==> src/rtl/biriscv_issue_sched_if.sv <==
// Issue-scheduler bus: the two FIFO slots, their pop strobes and the two pipe issue ports.
interface biriscv_issue_sched_if;
  logic        slot0_valid_i;
  logic [31:0] slot0_instr_i;
  logic [31:0] slot0_pc_i;
  logic        slot0_fault_i;
  logic [7:0]  slot0_class_i;
  logic        slot0_accept_o;

  logic        slot1_valid_i;
  logic [31:0] slot1_instr_i;
  logic [31:0] slot1_pc_i;
  logic        slot1_fault_i;
  logic [7:0]  slot1_class_i;
  logic        slot1_accept_o;

  logic        issue0_valid_o;
  logic [31:0] issue0_instr_o;
  logic [31:0] issue0_pc_o;
  logic        issue0_fault_o;

  logic        issue1_valid_o;
  logic [31:0] issue1_instr_o;
  logic [31:0] issue1_pc_o;
  logic        issue1_fault_o;

  modport master (
    output slot0_valid_i, slot0_instr_i, slot0_pc_i, slot0_fault_i, slot0_class_i,
    output slot1_valid_i, slot1_instr_i, slot1_pc_i, slot1_fault_i, slot1_class_i,
    input  slot0_accept_o, slot1_accept_o,
    input  issue0_valid_o, issue0_instr_o, issue0_pc_o, issue0_fault_o,
    input  issue1_valid_o, issue1_instr_o, issue1_pc_o, issue1_fault_o
  );

  modport slave (
    input  slot0_valid_i, slot0_instr_i, slot0_pc_i, slot0_fault_i, slot0_class_i,
    input  slot1_valid_i, slot1_instr_i, slot1_pc_i, slot1_fault_i, slot1_class_i,
    output slot0_accept_o, slot1_accept_o,
    output issue0_valid_o, issue0_instr_o, issue0_pc_o, issue0_fault_o,
    output issue1_valid_o, issue1_instr_o, issue1_pc_o, issue1_fault_o
  );
endinterface

==> src/rtl/biriscv_issue_sched.sv <==
// In-order dual-issue scheduler: head to pipe0, optional pairing of slot1 onto pipe1,
// guarded by a register scoreboard for load/mul/div results and a divider busy flag.
module biriscv_issue_sched #(
  parameter bit SUPPORT_DUAL_ISSUE = 1'b1,
  parameter bit SUPPORT_MULDIV     = 1'b1
) (
  input  logic                         clk_i,
  input  logic                         rst_i,
  biriscv_issue_sched_if.slave         bus,
  input  logic                         stall_i,
  input  logic                         flush_i,
  input  logic                         wb0_valid_i,
  input  logic [4:0]                   wb0_rd_i,
  input  logic                         wb1_valid_i,
  input  logic [4:0]                   wb1_rd_i,
  input  logic                         div_complete_i,
  output logic                         div_busy_o,
  output logic [31:0]                  sb_pending_o,
  output logic [31:0]                  dual_issue_count_o
);

  // Class vector bit positions: {invalid, exec, lsu, branch, mul, div, csr, rd_valid}
  localparam int unsigned ClsInvalid = 7;
  localparam int unsigned ClsExec    = 6;
  localparam int unsigned ClsLsu     = 5;
  localparam int unsigned ClsBranch  = 4;
  localparam int unsigned ClsMul     = 3;
  localparam int unsigned ClsDiv     = 2;
  localparam int unsigned ClsCsr     = 1;
  localparam int unsigned ClsRdValid = 0;

  logic [31:0] pending_q, pending_d;
  logic        div_busy_q, div_busy_d;
  logic [31:0] count_q, count_d;

  logic        head_is_slot0, head_valid;
  logic [31:0] h_instr, h_pc;
  logic        h_fault;
  logic [7:0]  h_cls;
  logic [4:0]  h_rd, h_rs1, h_rs2;
  logic        h_alone, h_haz, h_div, h_mul, h_lsu, h_rdv;

  logic [4:0]  s1_rd, s1_rs1, s1_rs2;
  logic        s1_alone, s1_haz, s1_raw;
  logic        issue0, issue1;
  logic [31:0] set_vec, clr_vec;

  logic        unused_exec;
  assign unused_exec = ^{h_cls[ClsExec], bus.slot1_class_i[ClsExec]};

  always_comb begin
    head_is_slot0 = bus.slot0_valid_i;
    head_valid    = bus.slot0_valid_i | bus.slot1_valid_i;
    h_instr       = head_is_slot0 ? bus.slot0_instr_i : bus.slot1_instr_i;
    h_pc          = head_is_slot0 ? bus.slot0_pc_i    : bus.slot1_pc_i;
    h_fault       = head_is_slot0 ? bus.slot0_fault_i : bus.slot1_fault_i;
    h_cls         = head_is_slot0 ? bus.slot0_class_i : bus.slot1_class_i;
    h_rd          = h_instr[11:7];
    h_rs1         = h_instr[19:15];
    h_rs2         = h_instr[24:20];

    // Faulted or invalid ops (including mul/div without the unit) bypass all checks
    h_alone = h_fault | h_cls[ClsInvalid] |
              (!SUPPORT_MULDIV & (h_cls[ClsMul] | h_cls[ClsDiv]));
    h_div   = h_cls[ClsDiv] & !h_alone;
    h_mul   = h_cls[ClsMul] & !h_alone;
    h_lsu   = h_cls[ClsLsu] & !h_alone;
    h_rdv   = h_cls[ClsRdValid];
    h_haz   = pending_q[h_rs1] | pending_q[h_rs2] | (h_rdv & pending_q[h_rd]);

    issue0 = head_valid & !stall_i & !flush_i &
             (h_alone | (!h_haz & !(h_div & div_busy_q)));

    s1_rd    = bus.slot1_instr_i[11:7];
    s1_rs1   = bus.slot1_instr_i[19:15];
    s1_rs2   = bus.slot1_instr_i[24:20];
    s1_alone = bus.slot1_fault_i | bus.slot1_class_i[ClsInvalid] |
               (!SUPPORT_MULDIV & (bus.slot1_class_i[ClsMul] | bus.slot1_class_i[ClsDiv]));
    s1_haz   = pending_q[s1_rs1] | pending_q[s1_rs2] |
               (bus.slot1_class_i[ClsRdValid] & pending_q[s1_rd]);
    s1_raw   = h_rdv & (h_rd != 5'd0) &
               ((s1_rs1 == h_rd) | (s1_rs2 == h_rd) | (s1_rd == h_rd));

    issue1 = SUPPORT_DUAL_ISSUE & issue0 & head_is_slot0 & bus.slot1_valid_i &
             !h_alone & !s1_alone &
             !(h_cls[ClsBranch] | h_cls[ClsCsr] | h_cls[ClsDiv]) &
             !(bus.slot1_class_i[ClsCsr] | bus.slot1_class_i[ClsDiv]) &
             !(h_cls[ClsLsu] & bus.slot1_class_i[ClsLsu]) &
             !(h_cls[ClsMul] & bus.slot1_class_i[ClsMul]) &
             !s1_haz & !s1_raw;
  end

  always_comb begin
    set_vec = '0;
    clr_vec = '0;
    if (issue0 && ((h_lsu && h_rdv) || h_mul || h_div)) begin
      set_vec[h_rd] = 1'b1;
    end
    if (issue1 && ((bus.slot1_class_i[ClsLsu] && bus.slot1_class_i[ClsRdValid]) ||
                   bus.slot1_class_i[ClsMul])) begin
      set_vec[s1_rd] = 1'b1;
    end
    if (wb0_valid_i) clr_vec[wb0_rd_i] = 1'b1;
    if (wb1_valid_i) clr_vec[wb1_rd_i] = 1'b1;

    // Set wins over a same-cycle writeback; x0 never tracked
    pending_d  = ((pending_q & ~clr_vec) | set_vec) & ~32'd1;
    div_busy_d = (issue0 & h_div) | (div_busy_q & !div_complete_i);
    count_d    = (issue0 & issue1) ? count_q + 32'd1 : count_q;
  end

  always_ff @(posedge clk_i or posedge rst_i) begin
    if (rst_i) begin
      pending_q  <= '0;
      div_busy_q <= 1'b0;
      count_q    <= '0;
    end else begin
      pending_q  <= pending_d;
      div_busy_q <= div_busy_d;
      count_q    <= count_d;
    end
  end

  always_comb begin
    bus.issue0_valid_o = issue0;
    bus.issue0_instr_o = h_instr;
    bus.issue0_pc_o    = h_pc;
    bus.issue0_fault_o = h_fault;
    bus.issue1_valid_o = issue1;
    bus.issue1_instr_o = bus.slot1_instr_i;
    bus.issue1_pc_o    = bus.slot1_pc_i;
    bus.issue1_fault_o = bus.slot1_fault_i;
    // Slot1 is popped either as the pair or as the head once slot0 has drained
    bus.slot0_accept_o = head_is_slot0 & issue0;
    bus.slot1_accept_o = head_is_slot0 ? issue1 : issue0;
  end

  assign div_busy_o         = div_busy_q;
  assign sb_pending_o       = pending_q;
  assign dual_issue_count_o = count_q;

endmodule

==> src/flat_wrapper.sv <==
// flat-port wrapper written by rule: the top's interface ports become plain ports
module biriscv_issue_sched_flat 
#(
  parameter bit SUPPORT_DUAL_ISSUE = 1'b1,
  parameter bit SUPPORT_MULDIV     = 1'b1
)
  (clk_i, rst_i, stall_i, flush_i, wb0_valid_i, wb0_rd_i, wb1_valid_i, wb1_rd_i, div_complete_i, div_busy_o, sb_pending_o, dual_issue_count_o, bus_slot0_valid_i, bus_slot0_instr_i, bus_slot0_pc_i, bus_slot0_fault_i, bus_slot0_class_i, bus_slot1_valid_i, bus_slot1_instr_i, bus_slot1_pc_i, bus_slot1_fault_i, bus_slot1_class_i, bus_slot0_accept_o, bus_slot1_accept_o, bus_issue0_valid_o, bus_issue0_instr_o, bus_issue0_pc_o, bus_issue0_fault_o, bus_issue1_valid_o, bus_issue1_instr_o, bus_issue1_pc_o, bus_issue1_fault_o);
  biriscv_issue_sched_if bus_i ();
  input  logic clk_i;
  input  logic rst_i;
  input  logic stall_i;
  input  logic flush_i;
  input  logic wb0_valid_i;
  input  logic [4:0] wb0_rd_i;
  input  logic wb1_valid_i;
  input  logic [4:0] wb1_rd_i;
  input  logic div_complete_i;
  output logic div_busy_o;
  output logic [31:0] sb_pending_o;
  output logic [31:0] dual_issue_count_o;
  input wire logic [$bits(bus_i.slot0_valid_i)-1:0] bus_slot0_valid_i;
  input wire logic [$bits(bus_i.slot0_instr_i)-1:0] bus_slot0_instr_i;
  input wire logic [$bits(bus_i.slot0_pc_i)-1:0] bus_slot0_pc_i;
  input wire logic [$bits(bus_i.slot0_fault_i)-1:0] bus_slot0_fault_i;
  input wire logic [$bits(bus_i.slot0_class_i)-1:0] bus_slot0_class_i;
  input wire logic [$bits(bus_i.slot1_valid_i)-1:0] bus_slot1_valid_i;
  input wire logic [$bits(bus_i.slot1_instr_i)-1:0] bus_slot1_instr_i;
  input wire logic [$bits(bus_i.slot1_pc_i)-1:0] bus_slot1_pc_i;
  input wire logic [$bits(bus_i.slot1_fault_i)-1:0] bus_slot1_fault_i;
  input wire logic [$bits(bus_i.slot1_class_i)-1:0] bus_slot1_class_i;
  output wire logic [$bits(bus_i.slot0_accept_o)-1:0] bus_slot0_accept_o;
  output wire logic [$bits(bus_i.slot1_accept_o)-1:0] bus_slot1_accept_o;
  output wire logic [$bits(bus_i.issue0_valid_o)-1:0] bus_issue0_valid_o;
  output wire logic [$bits(bus_i.issue0_instr_o)-1:0] bus_issue0_instr_o;
  output wire logic [$bits(bus_i.issue0_pc_o)-1:0] bus_issue0_pc_o;
  output wire logic [$bits(bus_i.issue0_fault_o)-1:0] bus_issue0_fault_o;
  output wire logic [$bits(bus_i.issue1_valid_o)-1:0] bus_issue1_valid_o;
  output wire logic [$bits(bus_i.issue1_instr_o)-1:0] bus_issue1_instr_o;
  output wire logic [$bits(bus_i.issue1_pc_o)-1:0] bus_issue1_pc_o;
  output wire logic [$bits(bus_i.issue1_fault_o)-1:0] bus_issue1_fault_o;
  assign bus_i.slot0_valid_i = bus_slot0_valid_i;
  assign bus_i.slot0_instr_i = bus_slot0_instr_i;
  assign bus_i.slot0_pc_i = bus_slot0_pc_i;
  assign bus_i.slot0_fault_i = bus_slot0_fault_i;
  assign bus_i.slot0_class_i = bus_slot0_class_i;
  assign bus_i.slot1_valid_i = bus_slot1_valid_i;
  assign bus_i.slot1_instr_i = bus_slot1_instr_i;
  assign bus_i.slot1_pc_i = bus_slot1_pc_i;
  assign bus_i.slot1_fault_i = bus_slot1_fault_i;
  assign bus_i.slot1_class_i = bus_slot1_class_i;
  assign bus_slot0_accept_o = bus_i.slot0_accept_o;
  assign bus_slot1_accept_o = bus_i.slot1_accept_o;
  assign bus_issue0_valid_o = bus_i.issue0_valid_o;
  assign bus_issue0_instr_o = bus_i.issue0_instr_o;
  assign bus_issue0_pc_o = bus_i.issue0_pc_o;
  assign bus_issue0_fault_o = bus_i.issue0_fault_o;
  assign bus_issue1_valid_o = bus_i.issue1_valid_o;
  assign bus_issue1_instr_o = bus_i.issue1_instr_o;
  assign bus_issue1_pc_o = bus_i.issue1_pc_o;
  assign bus_issue1_fault_o = bus_i.issue1_fault_o;
  biriscv_issue_sched #(.SUPPORT_DUAL_ISSUE(SUPPORT_DUAL_ISSUE), .SUPPORT_MULDIV(SUPPORT_MULDIV)) u_core (.clk_i(clk_i), .rst_i(rst_i), .bus(bus_i), .stall_i(stall_i), .flush_i(flush_i), .wb0_valid_i(wb0_valid_i), .wb0_rd_i(wb0_rd_i), .wb1_valid_i(wb1_valid_i), .wb1_rd_i(wb1_rd_i), .div_complete_i(div_complete_i), .div_busy_o(div_busy_o), .sb_pending_o(sb_pending_o), .dual_issue_count_o(dual_issue_count_o));
endmodule
==> config.mk <==
export PLATFORM = sky130hd
export DESIGN_NAME = biriscv_issue_sched_flat
export DESIGN_NICKNAME = d
export VERILOG_FILES = /design/src/rtl/biriscv_issue_sched_if.sv /design/src/rtl/biriscv_issue_sched.sv /design/src/flat_wrapper.sv
export SDC_FILE = /design/constraint.sdc
export NUM_CORES = 1
export LEC_CHECK = 0
export CAP_MARGIN = 20
export CORE_MARGIN = 2
export CORE_UTILIZATION = 38
export DETAILED_ROUTE_END_ITERATION = 10
export GPL_TIMING_DRIVEN = 0
export PLACE_DENSITY_LB_ADDON = 0.12
export SLEW_MARGIN = 20
export SYNTH_ARGS = -nofsm -noshare
export SYNTH_HDL_FRONTEND = slang
export SYNTH_SLANG_ARGS = --single-unit
==> constraint.sdc <==
create_clock -name clk_i -period 3.08 [get_ports clk_i]
set_input_delay 0.462 -clock clk_i [delete_from_list [all_inputs] [get_ports clk_i]]
set_output_delay 0.462 -clock clk_i [all_outputs]
set_load 0.02 [all_outputs]
-- After elaboration in Yosys (flattened, before gate mapping)
Index checks and enable logic that the tools add are counted.
W data, S select, Z words.
- $add $sub $neg: 1
- order comparisons: 12
- eq/ne operators: 3
- mux-type cells: 29
- bitwise logic cells: 46
- reductions and logical operators: 25
- operator list (operator ; number):
    $mux W32 ; 6
    $or A32 B32 Y32 ; 3
    $lt A5 B6 Y1 const B ; 8
    $add A32 B1 Y32 const B ; 1
    $and A32 B32 Y32 ; 1
    $not A32 Y32 ; 1
    $bmux W1 S5 ; 6
    $and A1 B1 Y1 ; 27
    $demux W1 S5 ; 4
    $ge A5 B1 Y1 const B ; 4
    $eq A5 B5 Y1 ; 3
    $or A1 B1 Y1 ; 14
    $logic_not A1 Y1 ; 13
    $mux W1 ; 12
    $logic_and A1 B1 Y1 ; 8
    $mux W8 ; 1
    $reduce_bool A5 Y1 ; 1
    $logic_or A1 B1 Y1 ; 3
- register bits after elaboration: 64
- input bits: 165
- word-level logic and storage cells: 119

-- Logic depth before layout (Yosys ltp)
Gate-level depths: netlist (run 1).
- depth in word-level cells: 22
- depth in mapped cells: 14

-- Least setup slack after synthesis (run 1)
OpenSTA, ideal clock, no wires.
- kind: input to output
- start point: input port bus_slot0_valid_i
- end point: output port bus_slot1_accept_o
- arrival: 2956 ps
- path slack: -338 ps
- cell stages on the path: 9
- path buffers: 1
- path through: buf_6 -> mux2i_2 -> mux4_2 -> nand2_1 -> a21oi_1 -> a221o_1 -> nor4_4 -> nor2_1 -> a211oi_1
- longest elaborated chain between the ends: 20
- elaborated cells on any way between the ends: 51
- ends and longest elaborated chain (element ; line ; text):
    start: declaration ; flat_wrapper.sv:21 ; input wire logic [$bits(bus_i.slot0_valid_i)-1:0] bus_slot0_valid_i;
    $mux W32 (tied with other cells) ; biriscv_issue_sched.sv:54 ; h_instr = head_is_slot0 ? bus.slot0_instr_i : bus.slot1_instr_i;
    $bmux W1 S5 / $or A1 B1 Y1 (equally long branches) ; biriscv_issue_sched.sv:69, biriscv_issue_sched.sv:63 ;
    $mux W1 (implied by the code) / $logic_not A1 Y1 (equally long branches) ; biriscv_issue_sched.sv:69, biriscv_issue_sched.sv:65, biriscv_issue_sched.sv:85 ;
    $or A1 B1 Y1 (tied with other cells) ; biriscv_issue_sched.sv:69 ; h_haz = pending_q[h_rs1] | pending_q[h_rs2] | (h_rdv & pending_q[h_rd]);
    $or A1 B1 Y1 / $and A1 B1 Y1 (equally long branches) ; biriscv_issue_sched.sv:69, biriscv_issue_sched.sv:72 ;
    $logic_not A1 Y1 ; biriscv_issue_sched.sv:72 ; (h_alone | (!h_haz & !(h_div & div_busy_q)));
    $and A1 B1 Y1 ; biriscv_issue_sched.sv:72 ;
    $or A1 B1 Y1 ; biriscv_issue_sched.sv:72 ;
    $and A1 B1 Y1 ; biriscv_issue_sched.sv:71 ; issue0 = head_valid & !stall_i & !flush_i &
    $and A1 B1 Y1 (3 in series) ; biriscv_issue_sched.sv:84 ; issue1 = SUPPORT_DUAL_ISSUE & issue0 & head_is_slot0 & bus.slot1_valid_i &
    $and A1 B1 Y1 (2 in series) ; biriscv_issue_sched.sv:85 ; !h_alone & !s1_alone &
    $and A1 B1 Y1 ; biriscv_issue_sched.sv:86 ; !(h_cls[ClsBranch] | h_cls[ClsCsr] | h_cls[ClsDiv]) &
    $and A1 B1 Y1 ; biriscv_issue_sched.sv:87 ; !(bus.slot1_class_i[ClsCsr] | bus.slot1_class_i[ClsDiv]) &
    $and A1 B1 Y1 ; biriscv_issue_sched.sv:88 ; !(h_cls[ClsLsu] & bus.slot1_class_i[ClsLsu]) &
    $and A1 B1 Y1 ; biriscv_issue_sched.sv:89 ; !(h_cls[ClsMul] & bus.slot1_class_i[ClsMul]) &
    $and A1 B1 Y1 ; biriscv_issue_sched.sv:90 ; !s1_haz & !s1_raw;
    $mux W1 (*) ; biriscv_issue_sched.sv:135 ; bus.slot1_accept_o = head_is_slot0 ? issue1 : issue0;
    end: declaration ; flat_wrapper.sv:32 ; output wire logic [$bits(bus_i.slot1_accept_o)-1:0] bus_slot1_accept_o;
Mark *: on every way between the ends. The rest lies on a longest branch, timed or not. The select of a mux whose other input is x is not followed.

-- Worst setup path after layout (run 1)
- start point: input port bus_slot0_valid_i
- end point: output port bus_issue1_valid_o
- longest elaborated chain between the ends: 19
- elaborated cells on any way between the ends: 50
- ends and longest elaborated chain (element ; line ; text):
    $mux W32 (tied with other cells) ; biriscv_issue_sched.sv:54 ;
    $bmux W1 S5 / $or A1 B1 Y1 (equally long branches) ; biriscv_issue_sched.sv:69, biriscv_issue_sched.sv:63 ;
    $mux W1 (implied by the code) / $logic_not A1 Y1 (equally long branches) ; biriscv_issue_sched.sv:69, biriscv_issue_sched.sv:65, biriscv_issue_sched.sv:85 ;
    $or A1 B1 Y1 (tied with other cells) ; biriscv_issue_sched.sv:69 ;
    $or A1 B1 Y1 / $and A1 B1 Y1 (equally long branches) ; biriscv_issue_sched.sv:69, biriscv_issue_sched.sv:72 ;
    $logic_not A1 Y1 ; biriscv_issue_sched.sv:72 ;
    $and A1 B1 Y1 ; biriscv_issue_sched.sv:72 ;
    $or A1 B1 Y1 ; biriscv_issue_sched.sv:72 ;
    $and A1 B1 Y1 ; biriscv_issue_sched.sv:71 ;
    $and A1 B1 Y1 (3 in series) ; biriscv_issue_sched.sv:84 ;
    $and A1 B1 Y1 (2 in series) ; biriscv_issue_sched.sv:85 ;
    $and A1 B1 Y1 ; biriscv_issue_sched.sv:86 ;
    $and A1 B1 Y1 ; biriscv_issue_sched.sv:87 ;
    $and A1 B1 Y1 ; biriscv_issue_sched.sv:88 ;
    $and A1 B1 Y1 ; biriscv_issue_sched.sv:89 ;
    $and A1 B1 Y1 (*) ; biriscv_issue_sched.sv:90 ;
    end: declaration ; flat_wrapper.sv:37 ; output wire logic [$bits(bus_i.issue1_valid_o)-1:0] bus_issue1_valid_o;
Marked as above.

==> impl_metrics.yaml, run 1 <==
run_status:
  status: "finished, violations left"
  violations: "setup timing"
setup_path:
  crit_family: "buffers and inverters"
  cpMaxStageDelayCell: "nor4_4"
  crit_buf_inv: 8
  path_cells: "buf_8, buf_12, buf_12, buf_12, nand3b_1, a21oi_1, nor4_2, o22ai_2, nor4_4, nor4_4, buf_4, o2111ai_4, buf_8, inv_6, buf_6"
  crit_path_end_kind: "output pin"
  worstPathMaxFanout: 6
  worstSetupStartpointType: "input port"
  cp.required_ns: 2.62
  worstSetupPathType: "input port to output pin"
  cp.arrival_ns: 2.97
  cp_common_cell: "buf_12"
  cp_slowest_stage_delay_ns: 0.39
floorplan:
  die_h_um: 144
  die_area_sq_mm: 0.0206
  core-area_sq_mm: 0.0193
  start_util_pct: 38.4
  die_x_um: 144
  ios: 364
  num_rows: 51
timing:
  min_period_over_period_pct: 111
  tightestPinTransition_ns: 0.982
  worst_slack_ns: -0.348
  fin_skew_ns: 0.00682
  hold_viol_final: 0
  relSlewSlack_pct: 34.4
  setup_tns_ns: -2.70
  hold_slack_ns: 0.365
  fin_crit_ns: 3.43
  rsz0062_at_grt: "true"
  final-setup-viol-count: 30
  fmax_mhz: 292
  maxSlewViolCount: 0
cells_and_area:
  layout_commonest_cell: "clkdlybuf4s50_1"
  final_cell_mix: "clkdlybuf4s50_1 (281), buf_4 (120), nand2_1 (69), nor2_1 (60), mux2_2 (58)"
  multiInputGateArea_sq_mm: 0.00559
  final_nets: 1461
  fin_util_pct: 67.2
  area_delta_synth_final_pct: 74.7
  fillers: 1629
  ff_latch_area_sq_mm: 0.00164
  drive_above_1_share_pct: 31.0
global_routing:
  grt_first_pass_wirelength_um: 55200
  grt-busiest-layer: "met2"
  overflow: 0
  track_usage_pct: 35.9
  grt_util_met3_pct: 11.1
  grt_max_degree: 58
  grt_pass1_vias: 8818
  grtUsageMet1_pct: 48.2
  grt_use_met2_pct: 53.9
  antenna_found_initial: 9
place:
  port_buffers: 350
  dp_slack_ns: -1.99
  hpwlAfterDp_um: 28800
  globalplace.congestion: 0.981
synth:
  synth_area_sq_mm: 0.00741
  ys_ff_latch: 64
  synth_nets: 1052
  syn_inst: 886
  yosysWarnings: 0
  avgSynthCellArea_sq_um: 8.36
  synth_ff_type: "dfrtp_1"
  synth_edf_count: 0
  ys_async_sr_fraction_pct: 100
  ys_types: 63
  yosysSeqAreaShare_pct: 21.6
cts:
  clk_latency_ns: 0.33
  cts_buffer_depth: 2
  htreeDepth: 3
  clk_pin_slew_ns: 0.06
  cts_root_buf: "clkbuf_16"
  cts-buffers-inserted: 9
  cts_tree: "done"
  clock-sinks: 64
power:
  ir_worst_vdd_mv: 0.368
  finalPower_uw: 3470
  power_leakage_uw: 0.00542
  p_per_area_mw_per_mm2: 268
hold_path:
  hold_path_class: "input port to async pin"
route:
  avgViaCountPerCell: 6.05
  totalWireLength_um: 40000
  firstDrtPassIters: 6
  wl_per_cell_um: 25.5
  dr_total_vias: 9501
  post-route-drc-count: 0
  drt_iter0_drc: 1260
  antenna_left: 0
run:
  drv_cap: 0
## sequential cells by signal, summed over array words and instances (netlist names)
name / flops
u_core.dual_issue_count_o: 32
u_core.sb_pending_o: 31
u_core.div_busy_o: 1
## power by group
group / internal, uW / total [uW] / switching [uW]
combinational: 766 / 1520 / 754
clock: 651 / 1050 / 398
sequential: 855 / 904 / 48.7
## Yosys cell counts (3+ instances only)
cell type | n | share of area [%]
nor4_1 | 12 | 1.0
o221ai_1 | 6 | 0.71
nor3b_1 | 10 | 1.0
nor4_2 | 3 | 0.51
and3b_1 | 4 | 0.47
inv_1 | 23 | 1.2
a311oi_1 | 3 | 0.35
a211oi_1 | 3 | 0.30
a22oi_1 | 42 | 4.3
a31o_2 | 3 | 0.35
nand4_1 | 5 | 0.42
a22o_1 | 3 | 0.35
mux4_2 | 26 | 7.9
o21ai_0 | 44 | 3.0
mux2i_1 | 25 | 3.4
buf_4 | 71 | 7.2
a32oi_1 | 3 | 0.35
mux2_2 | 59 | 9.0
clkbuf_1 | 24 | 1.2
nand3_1 | 23 | 1.6
xnor2_1 | 20 | 2.4
nor2_1 | 64 | 3.2
nor3_1 | 23 | 1.6
or2_2 | 4 | 0.34
xor2_1 | 26 | 3.1
o211ai_1 | 5 | 0.51
buf_2 | 12 | 0.81
and3_1 | 13 | 1.1
inv_2 | 3 | 0.15
nand2b_1 | 23 | 1.9
buf_1 | 17 | 0.86
o31ai_1 | 5 | 0.51
nor2b_1 | 18 | 1.5
nand3b_1 | 7 | 0.71
nand2_1 | 75 | 3.8
a21oi_1 | 38 | 2.6
o22a_1 | 3 | 0.35
a2bb2oi_1 | 22 | 2.6
a31oi_1 | 5 | 0.42
dfrtp_1 | 64 | 22
a221oi_1 | 4 | 0.47
a21o_1 | 3 | 0.30
o22ai_1 | 15 | 1.3
## worst register-to-register path: stages (launching register included)
cell and delay [ns]:
dfrtp_2 0.53, mux4_2 0.51, mux4_2 0.50, mux2_4 0.31
nor3_4 0.25, o2111ai_4 0.18, buf_4 0.24, buf_6 0.18
nor4_4 0.31, xnor2_1 0.16
## layout make-up
type / instances / area share (%)
multi-input cells: 670 / 43.2
repair buffers: 405 / 31.1
flip-flops and latches: 64 / 12.6
plain buffers: 118 / 7.06
well taps: 265 / 2.56
clock buffers: 10 / 1.85
inverters: 27 / 0.937
clock inverters: 6 / 0.522
diodes: 5 / 0.0966
## routing by layer
| layer | vias up | routed length (um) | share of wire (%) |
|---|---|---|---|
| li1 | 4037 | - | - |
| met1 | 4520 | 15300 | 38 |
| met2 | 789 | 17700 | 44 |
| met3 | 147 | 5370 | 13 |
| met4 | 8 | 1600 | 4.0 |
| met5 | - | 50 | 0.13 |
## logic make-up (layout without fill, tap and decap cells)
group           count (synthesis)  after routing  share of synthesized area [%]
mux                           113            113                           20.9
simple gates                  292            292                           20.2
buf+inv                       152            566                           11.6
other cells                     1              6                         0.0506
flops                          64             64                           21.6
compound gates                217            217                           20.0
xor+xnor                       46             46                           5.44
fa+ha+maj                       1              1                          0.169
## stage by stage
step                instance area, sq um  std cells
finish                             12900       1570
global route                       12900       1570
floorplan                           7520        886
detailed placement                 11400       1502
CTS                                12400       1538
global placement                   11400       1501
## final timing paths
kind | depth (start not counted) | slack [ns] | end | startpoint
max in group asynchronous | 3 | 2.20 | u_core.sb_pending_o[18] | rst_i
worst min register to register | 1 | 0.47 | u_core.dual_issue_count_o[31] | u_core.dual_issue_count_o[31]
worst max register to register | 9 | -0.16 | u_core.dual_issue_count_o[15] | u_core.sb_pending_o[12]
worst min-delay path | 2 | 0.37 | u_core.dual_issue_count_o[31] | rst_i
worst max-delay path | 15 | -0.35 | bus_issue1_valid_o | bus_slot0_valid_i
min in group clk_i | 1 | 0.47 | u_core.dual_issue_count_o[31] | u_core.dual_issue_count_o[31]
## timing repair
item / 4_1_cts / 5_1_grt
resized for setup: 226 / 94
endpoints found under the setup margin: 124 / 72
cloned: 2 / 2
buffers inserted: 24 / 29
pin swaps: 16 / 23
hold buffers: 0 / 0
Power figures use the tool's default switching activity.
==> run 2, diff against run 1 <==
Settings changed: HOLD_SLACK_MARGIN from default to 0.05.
==> results of run 2 <==
The final DEF is identical to that of run 1; final timing and power are the same.
